**config.mk**
```make
export PLATFORM = sky130hd
export DESIGN_NAME = comp_ora
export DESIGN_NICKNAME = d
export VERILOG_FILES = /design/src/rtl/comp_ora.sv
export SDC_FILE = /design/constraint.sdc
export NUM_CORES = 1
export LEC_CHECK = 0
export BUFFER_PORTS_ARGS = -buffer_cell sky130_fd_sc_hd__buf_2
export CAP_MARGIN = 40
export CORE_MARGIN = 4
export CORE_UTILIZATION = 35
export DETAILED_ROUTE_END_ITERATION = 8
export HOLD_SLACK_MARGIN = 0.03
export PLACE_DENSITY = 0.54
export SLEW_MARGIN = 10
export SYNTH_ARGS = -nofsm -noshare
export SYNTH_HDL_FRONTEND = slang
export SYNTH_SLANG_ARGS = --single-unit
```
**constraint.sdc**
```tcl
create_clock -name clk -period 4.4 [get_ports clk]
set_clock_uncertainty 0.1 [all_clocks]
set_input_delay 0.88 -clock clk [delete_from_list [all_inputs] [get_ports clk]]
set_output_delay 0.88 -clock clk [all_outputs]
set_load 0.05 [all_outputs]
```
**src/rtl/comp_ora.sv**
```systemverilog
// comp_ora: session-based multi-channel output response analyser.
// Compares CUT responses (A) against golden responses (B) on each valid cycle
// of a fixed-length session, accumulating sticky per-channel fail flags, a
// saturating mismatch count and the first failing pattern index, then reports
// pass/fail through a start/done handshake.
// Optional feature: define COMP_ORA_BITMAP_EN to add the per-bit fail_bits map.
module comp_ora #(
  parameter int unsigned BITS     = 2,
  parameter int unsigned CHANNELS = 4,
  parameter int unsigned PATTERNS = 16,
  parameter int unsigned CNT_W    = 8,
  parameter int unsigned IDX_W    = 8
) (
  input  logic                     clk,
  input  logic                     rst_n,
  input  logic                     start,
  input  logic                     abort,
  input  logic                     valid,
  input  logic [CHANNELS*BITS-1:0] A,
  input  logic [CHANNELS*BITS-1:0] B,
  output logic                     busy,
  output logic                     done,
  output logic                     pass,
  output logic [CHANNELS-1:0]      fail_ch,
  output logic [CNT_W-1:0]         mismatch_cnt,
`ifdef COMP_ORA_BITMAP_EN
  output logic [CHANNELS*BITS-1:0] fail_bits,
`endif
  output logic [IDX_W-1:0]         first_fail_idx
);

  localparam logic [CNT_W-1:0] CntMax  = {CNT_W{1'b1}};
  localparam logic [IDX_W-1:0] LastIdx = IDX_W'(PATTERNS - 1);

  typedef enum logic [1:0] {StIdle, StRun, StDone} state_e;

  state_e                state_q, state_d;
  logic [CHANNELS-1:0]   fail_ch_q;
  logic [CNT_W-1:0]      cnt_q;
  logic [IDX_W-1:0]      first_q;
  logic [IDX_W-1:0]      idx_q;
  logic [CHANNELS-1:0]   m;
  logic                  pm;
  logic                  clear;
  logic                  upd;
  logic                  last;

  // Per-channel and whole-pattern mismatch of the current A/B pair
  always_comb begin
    m = '0;
    for (int c = 0; c < CHANNELS; c++) begin
      m[c] = |(A[c*BITS +: BITS] ^ B[c*BITS +: BITS]);
    end
    pm = |m;
  end

  assign last = (idx_q == LastIdx);

  // Next-state and datapath strobes; abort overrides start and valid
  always_comb begin
    state_d = state_q;
    clear   = 1'b0;
    upd     = 1'b0;
    if (abort) begin
      state_d = StIdle;
    end else begin
      unique case (state_q)
        StIdle: begin
          if (start) begin
            state_d = StRun;
            clear   = 1'b1;
          end
        end
        StRun: begin
          if (valid) begin
            upd = 1'b1;
            if (last) state_d = StDone;
          end
        end
        StDone: begin
          if (start) begin
            state_d = StRun;
            clear   = 1'b1;
          end
        end
        default: state_d = StIdle;
      endcase
    end
  end

  // State register
  always_ff @(posedge clk or negedge rst_n) begin
    if (!rst_n) state_q <= StIdle;
    else        state_q <= state_d;
  end

  // Session accumulators: cleared on session start, updated on accepted patterns
  always_ff @(posedge clk or negedge rst_n) begin
    if (!rst_n) begin
      fail_ch_q <= '0;
      cnt_q     <= '0;
      first_q   <= '0;
      idx_q     <= '0;
    end else if (clear) begin
      fail_ch_q <= '0;
      cnt_q     <= '0;
      first_q   <= '0;
      idx_q     <= '0;
    end else if (upd) begin
      fail_ch_q <= fail_ch_q | m;
      if (pm && (cnt_q != CntMax)) cnt_q <= cnt_q + 1'b1;
      // Counter saturates and never returns to zero, so zero means "no fail yet"
      if (pm && (cnt_q == '0)) first_q <= idx_q;
      // Index holds on the last pattern so it never exceeds PATTERNS-1
      if (!last) idx_q <= idx_q + 1'b1;
    end
  end

`ifdef COMP_ORA_BITMAP_EN
  logic [CHANNELS*BITS-1:0] fail_bits_q;

  // Sticky per-bit mismatch map over the session
  always_ff @(posedge clk or negedge rst_n) begin
    if (!rst_n)     fail_bits_q <= '0;
    else if (clear) fail_bits_q <= '0;
    else if (upd)   fail_bits_q <= fail_bits_q | (A ^ B);
  end

  assign fail_bits = fail_bits_q;
`endif

  assign busy           = (state_q == StRun);
  assign done           = (state_q == StDone);
  // fail_ch already includes the final update by the time DONE is reached
  assign pass           = done && (fail_ch_q == '0);
  assign fail_ch        = fail_ch_q;
  assign mismatch_cnt   = cnt_q;
  assign first_fail_idx = first_q;

endmodule

```
==> flow_summary.html, run 1 <==
<table>
<tr><th>Metric</th><th>Value</th></tr>
<tr><th colspan="2">Status</th></tr>
<tr><td>Outcome</td><td>finished clean</td></tr>
<tr><th colspan="2">CTS</th></tr>
<tr><td>H-tree lvl count</td><td>2</td></tr>
<tr><td>Post-CTS sizing</td><td>0</td></tr>
<tr><td>Bufs on Longest Clock Path</td><td>2</td></tr>
<tr><td>Setup Buffers After CTS</td><td>0</td></tr>
<tr><td>Cell at the root of the clock tree</td><td>clkbuf_8</td></tr>
<tr><td>Hold_buf cts</td><td>0</td></tr>
<tr><td>Worst-Skew Late Latency</td><td>0.28 ns</td></tr>
<tr><td>Clock input transition at the sequential cells of the worst setup and hold paths</td><td>around 0.06 ns</td></tr>
<tr><td>Num CTS Buffers</td><td>5</td></tr>
<tr><td>Sink Count</td><td>30</td></tr>
<tr><td>Clock tree from TritonCTS</td><td>built</td></tr>
<tr><th colspan="2">Yosys</th></tr>
<tr><td>Distinct cell type count of the synthesized netlist</td><td>42</td></tr>
<tr><td>Dominant cell by count in the synthesized netlist</td><td>dfrtp_1</td></tr>
<tr><td>Net count after synthesis</td><td>roughly 190</td></tr>
<tr><td>Async set or reset register ratio after synthesis</td><td>1.00</td></tr>
<tr><td>Average footprint of a synthesized cell</td><td>9.75 um^2</td></tr>
<tr><td>Post-Synthesis Cells</td><td>167</td></tr>
<tr><td>Post-synthesis sequential area ratio</td><td>0.461</td></tr>
<tr><td>Fraction of synthesized cell area taken by the top area cell type</td><td>0.461</td></tr>
<tr><td>Number of flops mapped to enable cells by yosys</td><td>0</td></tr>
<tr><td>Leading area contributor after synthesis</td><td>dfrtp_1</td></tr>
<tr><td>Most frequent cells after synthesis</td><td>dfrtp_1 (30), nand2_1 (21), nor2_1 (19)</td></tr>
<tr><td>Main flop type after synthesis</td><td>dfrtp_1</td></tr>
<tr><td>Leading post-synthesis cells by cell area</td><td>dfrtp_1 (46%), mux2i_1 (5.5%), xnor2_1 (5.4%)</td></tr>
<tr><td>Count of synthesis-stage warnings from yosys</td><td>0</td></tr>
<tr><td>Synthesized flop and latch total</td><td>30</td></tr>
<tr><td>Mapped Area</td><td>1630 um^2</td></tr>
<tr><th colspan="2">Hold path</th></tr>
<tr><td>Class of the worst hold path</td><td>reg2reg</td></tr>
<tr><td>Number of stages on the worst hold path</td><td>2</td></tr>
<tr><th colspan="2">Critical path</th></tr>
<tr><td>R2R setup slack</td><td>between 2 and 2.5 ns</td></tr>
<tr><td>Slowest stage delay, CP</td><td>~0.54 ns</td></tr>
<tr><td>Cell with the largest stage delay on the worst path</td><td>or4_1</td></tr>
<tr><td>Element type at the critical path end</td><td>primary output</td></tr>
<tr><td>Worst reg2reg startpoint</td><td>state_q[1]$_DFFE_PN0P_</td></tr>
<tr><td>Largest driver fanout on the critical path</td><td>3</td></tr>
<tr><td>Startpoint of the most critical setup path</td><td>fail_ch[2]$_DFFE_PN0P_</td></tr>
<tr><td>Crit Path Class</td><td>reg2out</td></tr>
<tr><td>Cell family with most CP delay</td><td>simple AND/OR/NAND/NOR gates</td></tr>
<tr><td>Critical path destination</td><td>pass</td></tr>
<tr><td>Startpoint type of the worst setup path</td><td>register</td></tr>
<tr><td>Data arrival at the endpoint of the critical path</td><td>~1.6 ns</td></tr>
<tr><td>Path depth of the worst reg2reg path</td><td>4</td></tr>
<tr><td>Cell-by-cell trace of the critical path</td><td>or4_1 &gt; nor2_1 &gt; buf_2</td></tr>
<tr><td>Capturing point of the worst reg2reg path</td><td>mismatch_cnt[5]$_DFFE_PN0P_</td></tr>
<tr><td>Crit path required time</td><td>3.42 ns</td></tr>
<tr><td>Buf+Inv Stages, Crit Path</td><td>1</td></tr>
<tr><td>Number of gates on the worst path with buffers counted</td><td>3</td></tr>
<tr><th colspan="2">STA</th></tr>
<tr><td>Final setup margin</td><td>1.86 ns</td></tr>
<tr><td>TNS Setup</td><td>0 ns</td></tr>
<tr><td>Final critical path time including I/O delays and setup</td><td>~2.5 ns</td></tr>
<tr><td>Headroom to the max-slew limit</td><td>0.557</td></tr>
<tr><td>Final worst path period share</td><td>0.577</td></tr>
<tr><td>Number of slew-limit violations in the final report</td><td>0</td></tr>
<tr><td>Final setup fails</td><td>0</td></tr>
<tr><td>Number of endpoints with negative hold slack in the final report</td><td>0</td></tr>
<tr><td>Max Clock Freq</td><td>0.394 GHz</td></tr>
<tr><td>Unrepaired setup endpoints after global routing</td><td>no</td></tr>
<tr><td>Worst hold slack</td><td>around 0.42 ns</td></tr>
<tr><td>Worst-Margin Slew</td><td>~0.66 ns</td></tr>
<tr><th colspan="2">Routing</th></tr>
<tr><td>DRC Markers</td><td>0</td></tr>
<tr><td>Overall via count from detail_route</td><td>around 1300</td></tr>
<tr><td>Detailed router's first-iteration violation count</td><td>57</td></tr>
<tr><td>DRT Wirelength</td><td>between 3000 and 4000 um</td></tr>
<tr><td>Average routed wire per standard cell</td><td>around 14 um</td></tr>
<tr><td>Average via count per standard cell</td><td>5.05</td></tr>
<tr><td>1st-pass router iterations</td><td>4</td></tr>
<tr><td>Count of nets left with antenna violations after detail routing</td><td>0</td></tr>
<tr><th colspan="2">Placed design</th></tr>
<tr><td>Post-Place Cells</td><td>approximately 260</td></tr>
<tr><td>Setup WS pre-CTS</td><td>between 1.5 and 2 ns</td></tr>
<tr><td>GPL Wtd Cong</td><td>about 0.78</td></tr>
<tr><td>Placed Area</td><td>1890 um^2</td></tr>
<tr><td>Number of port buffers</td><td>43</td></tr>
<tr><td>Placed wire-length estimate</td><td>2740 um</td></tr>
<tr><th colspan="2">Finish</th></tr>
<tr><td>Final cell area excluding filler cells</td><td>1970 um^2</td></tr>
<tr><td>Synthesis-to-finish area growth</td><td>20.9%</td></tr>
<tr><td>Final net count</td><td>between 200 and 250</td></tr>
<tr><td>Layout Cells excl Fill</td><td>roughly 260</td></tr>
<tr><td>Fraction of layout instances using a drive strength above 1</td><td>0.278</td></tr>
<tr><td>Antenna diodes</td><td>0</td></tr>
<tr><td>Core utilization of the finished layout</td><td>0.443</td></tr>
<tr><th colspan="2">Pwr</th></tr>
<tr><td>Net switching share of the total power</td><td>0.317</td></tr>
<tr><td>Portion of total power attributed to sequential cells</td><td>0.461</td></tr>
<tr><td>Portion of total power attributed to the clock network</td><td>0.320</td></tr>
<tr><td>Fraction of power consumed by combinational cells</td><td>0.219</td></tr>
<tr><td>Power after layout</td><td>between 0.6 and 0.7 mW</td></tr>
<tr><td>Net Switching</td><td>about 0.21 mW</td></tr>
<tr><td>Int Pwr</td><td>~0.46 mW</td></tr>
<tr><td>Static Leakage</td><td>1.02 nW</td></tr>
<tr><td>Peak VDD IR</td><td>0.116 mV</td></tr>
<tr><td>Power density of the placed cells</td><td>342 nW/um^2</td></tr>
<tr><th colspan="2">GRT</th></tr>
<tr><td>Wire length of the first global-routing pass</td><td>about 6600 um</td></tr>
<tr><td>Total global-route track usage</td><td>0.141</td></tr>
<tr><td>Met1 global-route usage</td><td>0.162</td></tr>
<tr><td>Most crowded layer after global routing</td><td>met2</td></tr>
<tr><td>Global routing met2 resource utilization</td><td>0.249</td></tr>
<tr><td>Maximum number of pins on one net before global-route repair</td><td>31</td></tr>
<tr><td>Number of global-route vias before repair</td><td>1416</td></tr>
<tr><td>Antenna violations before repair</td><td>0</td></tr>
<tr><td>Met3 track demand over resource in global routing</td><td>0.0520</td></tr>
<tr><td>Sum of overflow across all layers after global routing</td><td>0</td></tr>
<tr><th colspan="2">Floorplanning</th></tr>
<tr><td>Core area</td><td>between 4000 and 5000 um^2</td></tr>
<tr><td>Row Count</td><td>24</td></tr>
<tr><td>Chip width</td><td>about 76 um</td></tr>
<tr><td>IO Pins</td><td>between 40 and 50</td></tr>
<tr><td>Die Y-Extent</td><td>76.2 um</td></tr>
<tr><td>Effective utilization at floorplan</td><td>0.367</td></tr>
<tr><td>Die ar.</td><td>roughly 5800 um^2</td></tr>
<tr><th colspan="2">Run</th></tr>
<tr><td>Max-cap check violation count</td><td>0</td></tr>
</table>
==> registers in the layout, summed over array words and instances, names as in the netlist <==
register,count
state_q,2
first_fail_idx,8
fail_ch,4
idx_q,8
mismatch_cnt,8
==> worst register-to-register path, delay by kind of cell, from the launching register on <==
family,cells,cell delay [ns]
AND/OR/NAND/NOR,2,1.05
AO/OA/AOI/OAI,2,0.42
flip-flops,1,0.39
==> final cells by class <==
cell class | instances | area [um^2]
sequential | 30 | 751
clock buffer | 6 | 82.6
multi-input combinational | 121 | 811
inverter | 12 | 45.0
fill | 463 | 2470
timing repair buffer | 43 | 215
tap | 52 | 65.1
==> metal layers <==
metal	up-vias	part of all wire	routed length (um)
met5	-	0	0
met4	0	0.012	42
met3	6	0.043	157
met2	18	0.53	1910
met1	649	0.42	1510
li1	659	-	-
==> layout by cell type (no fill, tap or decap), drive strengths merged, types with 2 or more instances in the layout <==
cell type  Yosys  final
nand3          6      6
and3           3      3
or4            2      2
clkbuf         3      6
mux2i          9      9
nand2b         3      3
nand4          3      3
dfrtp         30     30
nor2          20     20
nor3           2      2
inv           12     12
xor2           5      5
xnor2         10     10
and2           3      3
nand2         22     22
a21oi          7      7
ha             3      3
o31ai          3      3
buf            1     43
nor4           2      2
a31oi          2      2
==> power groups by stage <==
| stage | Clock, mW | Combinational, mW | Sequential [mW] |
|---|---|---|---|
| 2_1_floorplan | 0 | 0.0639 | 0.357 |
| 3_3_place_gp | 0 | 0.148 | 0.315 |
| 5_1_grt | 0.240 | 0.163 | 0.316 |
| 4_1_cts | 0.225 | 0.150 | 0.311 |
| 6_report | 0.216 | 0.147 | 0.311 |
| 3_5_place_dp | 0 | 0.149 | 0.316 |
==> logic make-up (layout without fill, tap and decap cells) <==
family	count (synthesis)	in the layout	share of synthesized area
DFF	30	30	0.461
adders and majority gates	3	3	0.0230
and+or+nand+nor	73	73	0.230
muxes	10	10	0.0622
AOI/OAI and AO/OA	20	20	0.101
xor gates and xnor gates	15	15	0.0806
buffers and inverters	16	61	0.0415
==> worst min-delay path by stage <==
stage                                   from                            end  slack (ns)
5_1_grt        first_fail_idx[6]$_DFFE_PN0P_  first_fail_idx[6]$_DFFE_PN0P_        0.45
6_report       first_fail_idx[3]$_DFFE_PN0P_  first_fail_idx[3]$_DFFE_PN0P_        0.42
2_1_floorplan           idx_q[7]$_DFFE_PN0P_  first_fail_idx[7]$_DFFE_PN0P_        0.43
3_5_place_dp   first_fail_idx[5]$_DFFE_PN0P_  first_fail_idx[5]$_DFFE_PN0P_        0.42
4_1_cts        first_fail_idx[3]$_DFFE_PN0P_  first_fail_idx[3]$_DFFE_PN0P_        0.43
3_3_place_gp          fail_ch[3]$_DFFE_PN0P_         fail_ch[3]$_DFFE_PN0P_        0.41
No activity file was read; power rests on OpenSTA's default activity.
==> run 2, diff against run 1 <==
--- a/config.mk
+++ b/config.mk
@@ -5,13 +5,14 @@
 export SDC_FILE = /design/constraint.sdc
 export NUM_CORES = 1
 export LEC_CHECK = 0
+export ABC_AREA = 1
 export BUFFER_PORTS_ARGS = -buffer_cell sky130_fd_sc_hd__buf_2
 export CAP_MARGIN = 40
 export CORE_MARGIN = 4
 export CORE_UTILIZATION = 35
 export DETAILED_ROUTE_END_ITERATION = 8
 export HOLD_SLACK_MARGIN = 0.03
-export PLACE_DENSITY = 0.54
+export PLACE_DENSITY = 0.53
 export SLEW_MARGIN = 10
 export SYNTH_ARGS = -nofsm -noshare
 export SYNTH_HDL_FRONTEND = slang
==> constraint.sdc (replaced) <==
create_clock -name clk -period 2.5 [get_ports clk]
set_clock_uncertainty 0.1 [all_clocks]
set_input_delay 0.5 -clock clk [delete_from_list [all_inputs] [get_ports clk]]
set_output_delay 0.5 -clock clk [all_outputs]
set_load 0.05 [all_outputs]
==> run 2 against run 1 <==
  * Synthesized cell count rose by 46%
  * Final area rose by 15%
  * Register-to-register slack lost 1.5 ns
  * Non-clock buffer count rose by 1
  * Critical endpoint unchanged
  * Largest power group unchanged
==> flow_summary.html, run 2 <==
<table>
<tr><th>Metric</th><th>Value</th></tr>
<tr><th colspan="2">Status</th></tr>
<tr><td>Outcome</td><td>finished clean (unchanged)</td></tr>
<tr><th colspan="2">Finish</th></tr>
<tr><td>Final net count</td><td>315 (was 237)</td></tr>
<tr><td>Antenna diodes</td><td>0 (unchanged)</td></tr>
<tr><td>Fraction of layout instances using a drive strength above 1</td><td>0.289 (was 0.278)</td></tr>
<tr><td>Synthesis-to-finish area growth</td><td>21.9% (was 20.9%)</td></tr>
<tr><td>Top library cells by usage in the layout, fill and taps aside</td><td>nand2_1 (59), buf_2 (43), inv_1 (41), dfrtp_1 (30), nand3_1 (23) (was buf_2 (43), dfrtp_1 (30), nand2_1 (21), nor2_1 (19), inv_1 (12))</td></tr>
<tr><td>Most common cell after layout, fill and taps aside</td><td>nand2_1 (was buf_2)</td></tr>
<tr><th colspan="2">Placed design</th></tr>
<tr><td>Placed wire-length estimate</td><td>3050 um (was 2740 um)</td></tr>
<tr><td>GPL Wtd Cong</td><td>0.739 (was 0.776)</td></tr>
<tr><td>Number of port buffers</td><td>43 (unchanged)</td></tr>
<tr><th colspan="2">Yosys</th></tr>
<tr><td>Average footprint of a synthesized cell</td><td>7.62 um^2 (was 9.75 um^2)</td></tr>
<tr><td>Net count after synthesis</td><td>267 (was 191)</td></tr>
<tr><td>Synthesized flop and latch total</td><td>30 (unchanged)</td></tr>
<tr><td>Most frequent cells after synthesis</td><td>nand2_1 (59), inv_1 (41), dfrtp_1 (30) (was dfrtp_1 (30), nand2_1 (21), nor2_1 (19))</td></tr>
<tr><td>Fraction of synthesized cell area taken by the top area cell type</td><td>0.406 (was 0.461)</td></tr>
<tr><td>Dominant cell by count in the synthesized netlist</td><td>nand2_1 (was dfrtp_1)</td></tr>
<tr><td>Mapped Area</td><td>1850 um^2 (was 1630 um^2)</td></tr>
<tr><td>Main flop type after synthesis</td><td>dfrtp_1 (unchanged)</td></tr>
<tr><td>Post-Synthesis Cells</td><td>243 (was 167)</td></tr>
<tr><td>Number of flops mapped to enable cells by yosys</td><td>0 (unchanged)</td></tr>
<tr><td>Async set or reset register ratio after synthesis</td><td>1.00 (unchanged)</td></tr>
<tr><td>Distinct cell type count of the synthesized netlist</td><td>27 (was 42)</td></tr>
<tr><td>Leading post-synthesis cells by cell area</td><td>dfrtp_1 (41%), nand2_1 (12%), inv_1 (8.3%) (was dfrtp_1 (46%), mux2i_1 (5.5%), xnor2_1 (5.4%))</td></tr>
<tr><td>Post-synthesis sequential area ratio</td><td>0.406 (was 0.461)</td></tr>
<tr><td>Count of synthesis-stage warnings from yosys</td><td>0 (unchanged)</td></tr>
<tr><td>Leading area contributor after synthesis</td><td>dfrtp_1 (unchanged)</td></tr>
<tr><th colspan="2">Pwr</th></tr>
<tr><td>Portion of total power attributed to sequential cells</td><td>0.401 (was 0.461)</td></tr>
<tr><td>Int Pwr</td><td>0.937 mW (was 0.460 mW)</td></tr>
<tr><td>Net Switching</td><td>0.467 mW (was 0.213 mW)</td></tr>
<tr><td>Power after layout</td><td>1.40 mW (was 0.674 mW)</td></tr>
<tr><td>Static Leakage</td><td>1.30 nW (was 1.02 nW)</td></tr>
<tr><td>Portion of total power attributed to the clock network</td><td>0.357 (was 0.320)</td></tr>
<tr><td>Net switching share of the total power</td><td>0.333 (was 0.317)</td></tr>
<tr><td>Fraction of power consumed by combinational cells</td><td>0.242 (was 0.219)</td></tr>
<tr><td>Peak VDD IR</td><td>0.379 mV (was 0.116 mV)</td></tr>
<tr><td>Power density of the placed cells</td><td>622 nW/um^2 (was 342 nW/um^2)</td></tr>
<tr><th colspan="2">STA</th></tr>
<tr><td>Worst-Margin Slew</td><td>0.687 ns (was 0.663 ns)</td></tr>
<tr><td>Final worst path period share</td><td>0.763</td></tr>
<tr><td>Unrepaired setup endpoints after global routing</td><td>no (unchanged)</td></tr>
<tr><td>Worst hold slack</td><td>0.156 ns (was 0.420 ns)</td></tr>
<tr><td>Final setup fails</td><td>0 (unchanged)</td></tr>
<tr><td>Headroom to the max-slew limit</td><td>0.542 (was 0.557)</td></tr>
<tr><td>Number of slew-limit violations in the final report</td><td>0 (unchanged)</td></tr>
<tr><td>Number of endpoints with negative hold slack in the final report</td><td>0 (unchanged)</td></tr>
<tr><td>Max Clock Freq</td><td>0.524 GHz</td></tr>
<tr><td>TNS Setup</td><td>0 ns (unchanged)</td></tr>
<tr><td>Final critical path time including I/O delays and setup</td><td>about 1.9 ns</td></tr>
<tr><th colspan="2">GRT</th></tr>
<tr><td>Total global-route track usage</td><td>0.139 (was 0.141)</td></tr>
<tr><td>Antenna violations before repair</td><td>0 (unchanged)</td></tr>
<tr><td>Sum of overflow across all layers after global routing</td><td>0 (unchanged)</td></tr>
<tr><td>Number of global-route vias before repair</td><td>1538 (was 1416)</td></tr>
<tr><td>Wire length of the first global-routing pass</td><td>7040 um (was 6640 um)</td></tr>
<tr><td>Maximum number of pins on one net before global-route repair</td><td>31 (unchanged)</td></tr>
<tr><th colspan="2">Floorplanning</th></tr>
<tr><td>Core area</td><td>5110 um^2 (was 4440 um^2)</td></tr>
<tr><td>IO Pins</td><td>44 (unchanged)</td></tr>
<tr><td>Die Y-Extent</td><td>80.7 um (was 76.2 um)</td></tr>
<tr><td>Row Count</td><td>26 (was 24)</td></tr>
<tr><td>Effective utilization at floorplan</td><td>0.362 (was 0.367)</td></tr>
<tr><td>Die ar.</td><td>6510 um^2 (was 5810 um^2)</td></tr>
<tr><td>Chip width</td><td>80.7 um (was 76.2 um)</td></tr>
<tr><th colspan="2">Run</th></tr>
<tr><td>Max-cap check violation count</td><td>0 (unchanged)</td></tr>
<tr><th colspan="2">CTS</th></tr>
<tr><td>Sink Count</td><td>30 (unchanged)</td></tr>
<tr><td>Cell at the root of the clock tree</td><td>clkbuf_8 (unchanged)</td></tr>
<tr><td>Hold_buf cts</td><td>0 (unchanged)</td></tr>
<tr><td>Worst-Skew Late Latency</td><td>0.28 ns (about the same)</td></tr>
<tr><td>Clock input transition at the sequential cells of the worst setup and hold paths</td><td>0.07 ns (was 0.06 ns)</td></tr>
<tr><td>Clock tree from TritonCTS</td><td>built (unchanged)</td></tr>
<tr><td>Bufs on Longest Clock Path</td><td>2 (unchanged)</td></tr>
<tr><td>Post-CTS sizing</td><td>0 (unchanged)</td></tr>
<tr><td>Setup Buffers After CTS</td><td>0 (unchanged)</td></tr>
<tr><td>H-tree lvl count</td><td>2 (unchanged)</td></tr>
<tr><td>Num CTS Buffers</td><td>5 (unchanged)</td></tr>
<tr><th colspan="2">Routing</th></tr>
<tr><td>Average routed wire per standard cell</td><td>10.9 um (was 13.7 um)</td></tr>
<tr><td>DRC Markers</td><td>0 (unchanged)</td></tr>
<tr><td>Detailed router's first-iteration violation count</td><td>41 (was 57)</td></tr>
<tr><td>Count of nets left with antenna violations after detail routing</td><td>0 (unchanged)</td></tr>
<tr><td>Average via count per standard cell</td><td>4.45 (was 5.05)</td></tr>
<tr><td>1st-pass router iterations</td><td>4 (unchanged)</td></tr>
<tr><td>Overall via count from detail_route</td><td>1605 (was 1332)</td></tr>
<tr><td>DRT Wirelength</td><td>3940 um (was 3620 um)</td></tr>
<tr><th colspan="2">Critical path</th></tr>
<tr><td>Largest driver fanout on the critical path</td><td>3 (unchanged)</td></tr>
<tr><td>Data arrival at the endpoint of the critical path</td><td>1.31 ns (was 1.56 ns)</td></tr>
<tr><td>Crit path required time</td><td>1.90 ns (was 3.42 ns)</td></tr>
<tr><td>Element type at the critical path end</td><td>primary output (unchanged)</td></tr>
<tr><td>Crit Path Class</td><td>reg2out (unchanged)</td></tr>
<tr><td>Startpoint type of the worst setup path</td><td>register (unchanged)</td></tr>
<tr><th colspan="2">Hold path</th></tr>
<tr><td>Class of the worst hold path</td><td>in2async (was reg2reg)</td></tr>
</table>
[run 2: cell types whose count changed after synthesis, sizes merged, moves of 5 or more]
cell   change
nand2     +44
inv       +34
nand3     +20
o21ai     +20
mux2i      -9
xnor2      -9
nor2       +7
nand4      +5
[run 2: final timing paths]
path	cells past startpoint	start	slack (ns)	end
max	4	state_q[0]$_DFFE_PN0P_	0.59	pass
max in group asynchronous	1	rst_n	1.70	fail_ch[0]$_DFFE_PN0P_
min in group clk	2	state_q[1]$_DFFE_PN0P_	0.38	state_q[1]$_DFFE_PN0P_
max reg2reg	8	mismatch_cnt[0]$_DFFE_PN0P_	0.87	mismatch_cnt[6]$_DFFE_PN0P_
min reg2reg	2	state_q[1]$_DFFE_PN0P_	0.38	state_q[1]$_DFFE_PN0P_
min	1	rst_n	0.16	fail_ch[2]$_DFFE_PN0P_
[run 2: cell type report]
cell class / count / area [um^2]
repair buffers: 44 / 223
clock inverters: 1 / 30.0
inverters: 47 / 179
fillers: 554 / 2850
multi-input cells: 163 / 903
clock buffers: 6 / 82.6
flip-flops and latches: 30 / 751
well taps: 70 / 87.6
[run 2: logic make-up after synthesis]
| family | share of synthesized area |
|---|---|
| adders and majority gates | 0.0203 |
| AOI/OAI and AO/OA | 0.0879 |
| xor gates and xnor gates | 0.0284 |
| DFF | 0.406 |
| buffers and inverters | 0.110 |
| and+or+nand+nor | 0.348 |
[run 2: worst max-delay path, stage by stage (launching register included)]
cell and delay, ns:
dfrtp_1 0.41, nor2_2 0.14, nand3_1 0.09, nor3_2 0.10
buf_2 0.28
[run 2: power groups by stage]
stage	Sequential [mW]	Combinational [mW]	Clock (mW)
floorplan	0.650	0.171	0
global placement	0.571	0.342	0
detailed placement	0.572	0.345	0
CTS	0.563	0.346	0.510
global route	0.568	0.378	0.537
finish	0.563	0.340	0.502
[run 2: layer usage]
layer  global-route usage  up-vias  wire length (um)
li1                     -      852                 -
met1                0.182      727              1860
met2                0.225       20              1890
met3               0.0348        6               137
met4               0.0405        0                47
met5                    0        -                 0
[run 2: stage by stage]
| step | cell area, um^2 | util | setup slack, ns | instances |
|---|---|---|---|---|
| after floorplan | 1860 | - | 0.243 | 243 |
| after CTS | 2260 | 0.442 | 0.582 | 361 |
| final | 2260 | 0.442 | 0.593 | 361 |
| after global routing | 2260 | 0.442 | 0.478 | 361 |
| after detailed placement | 2140 | 0.420 | 0.761 | 354 |
| after global placement | 2140 | 0.420 | 0.770 | 354 |
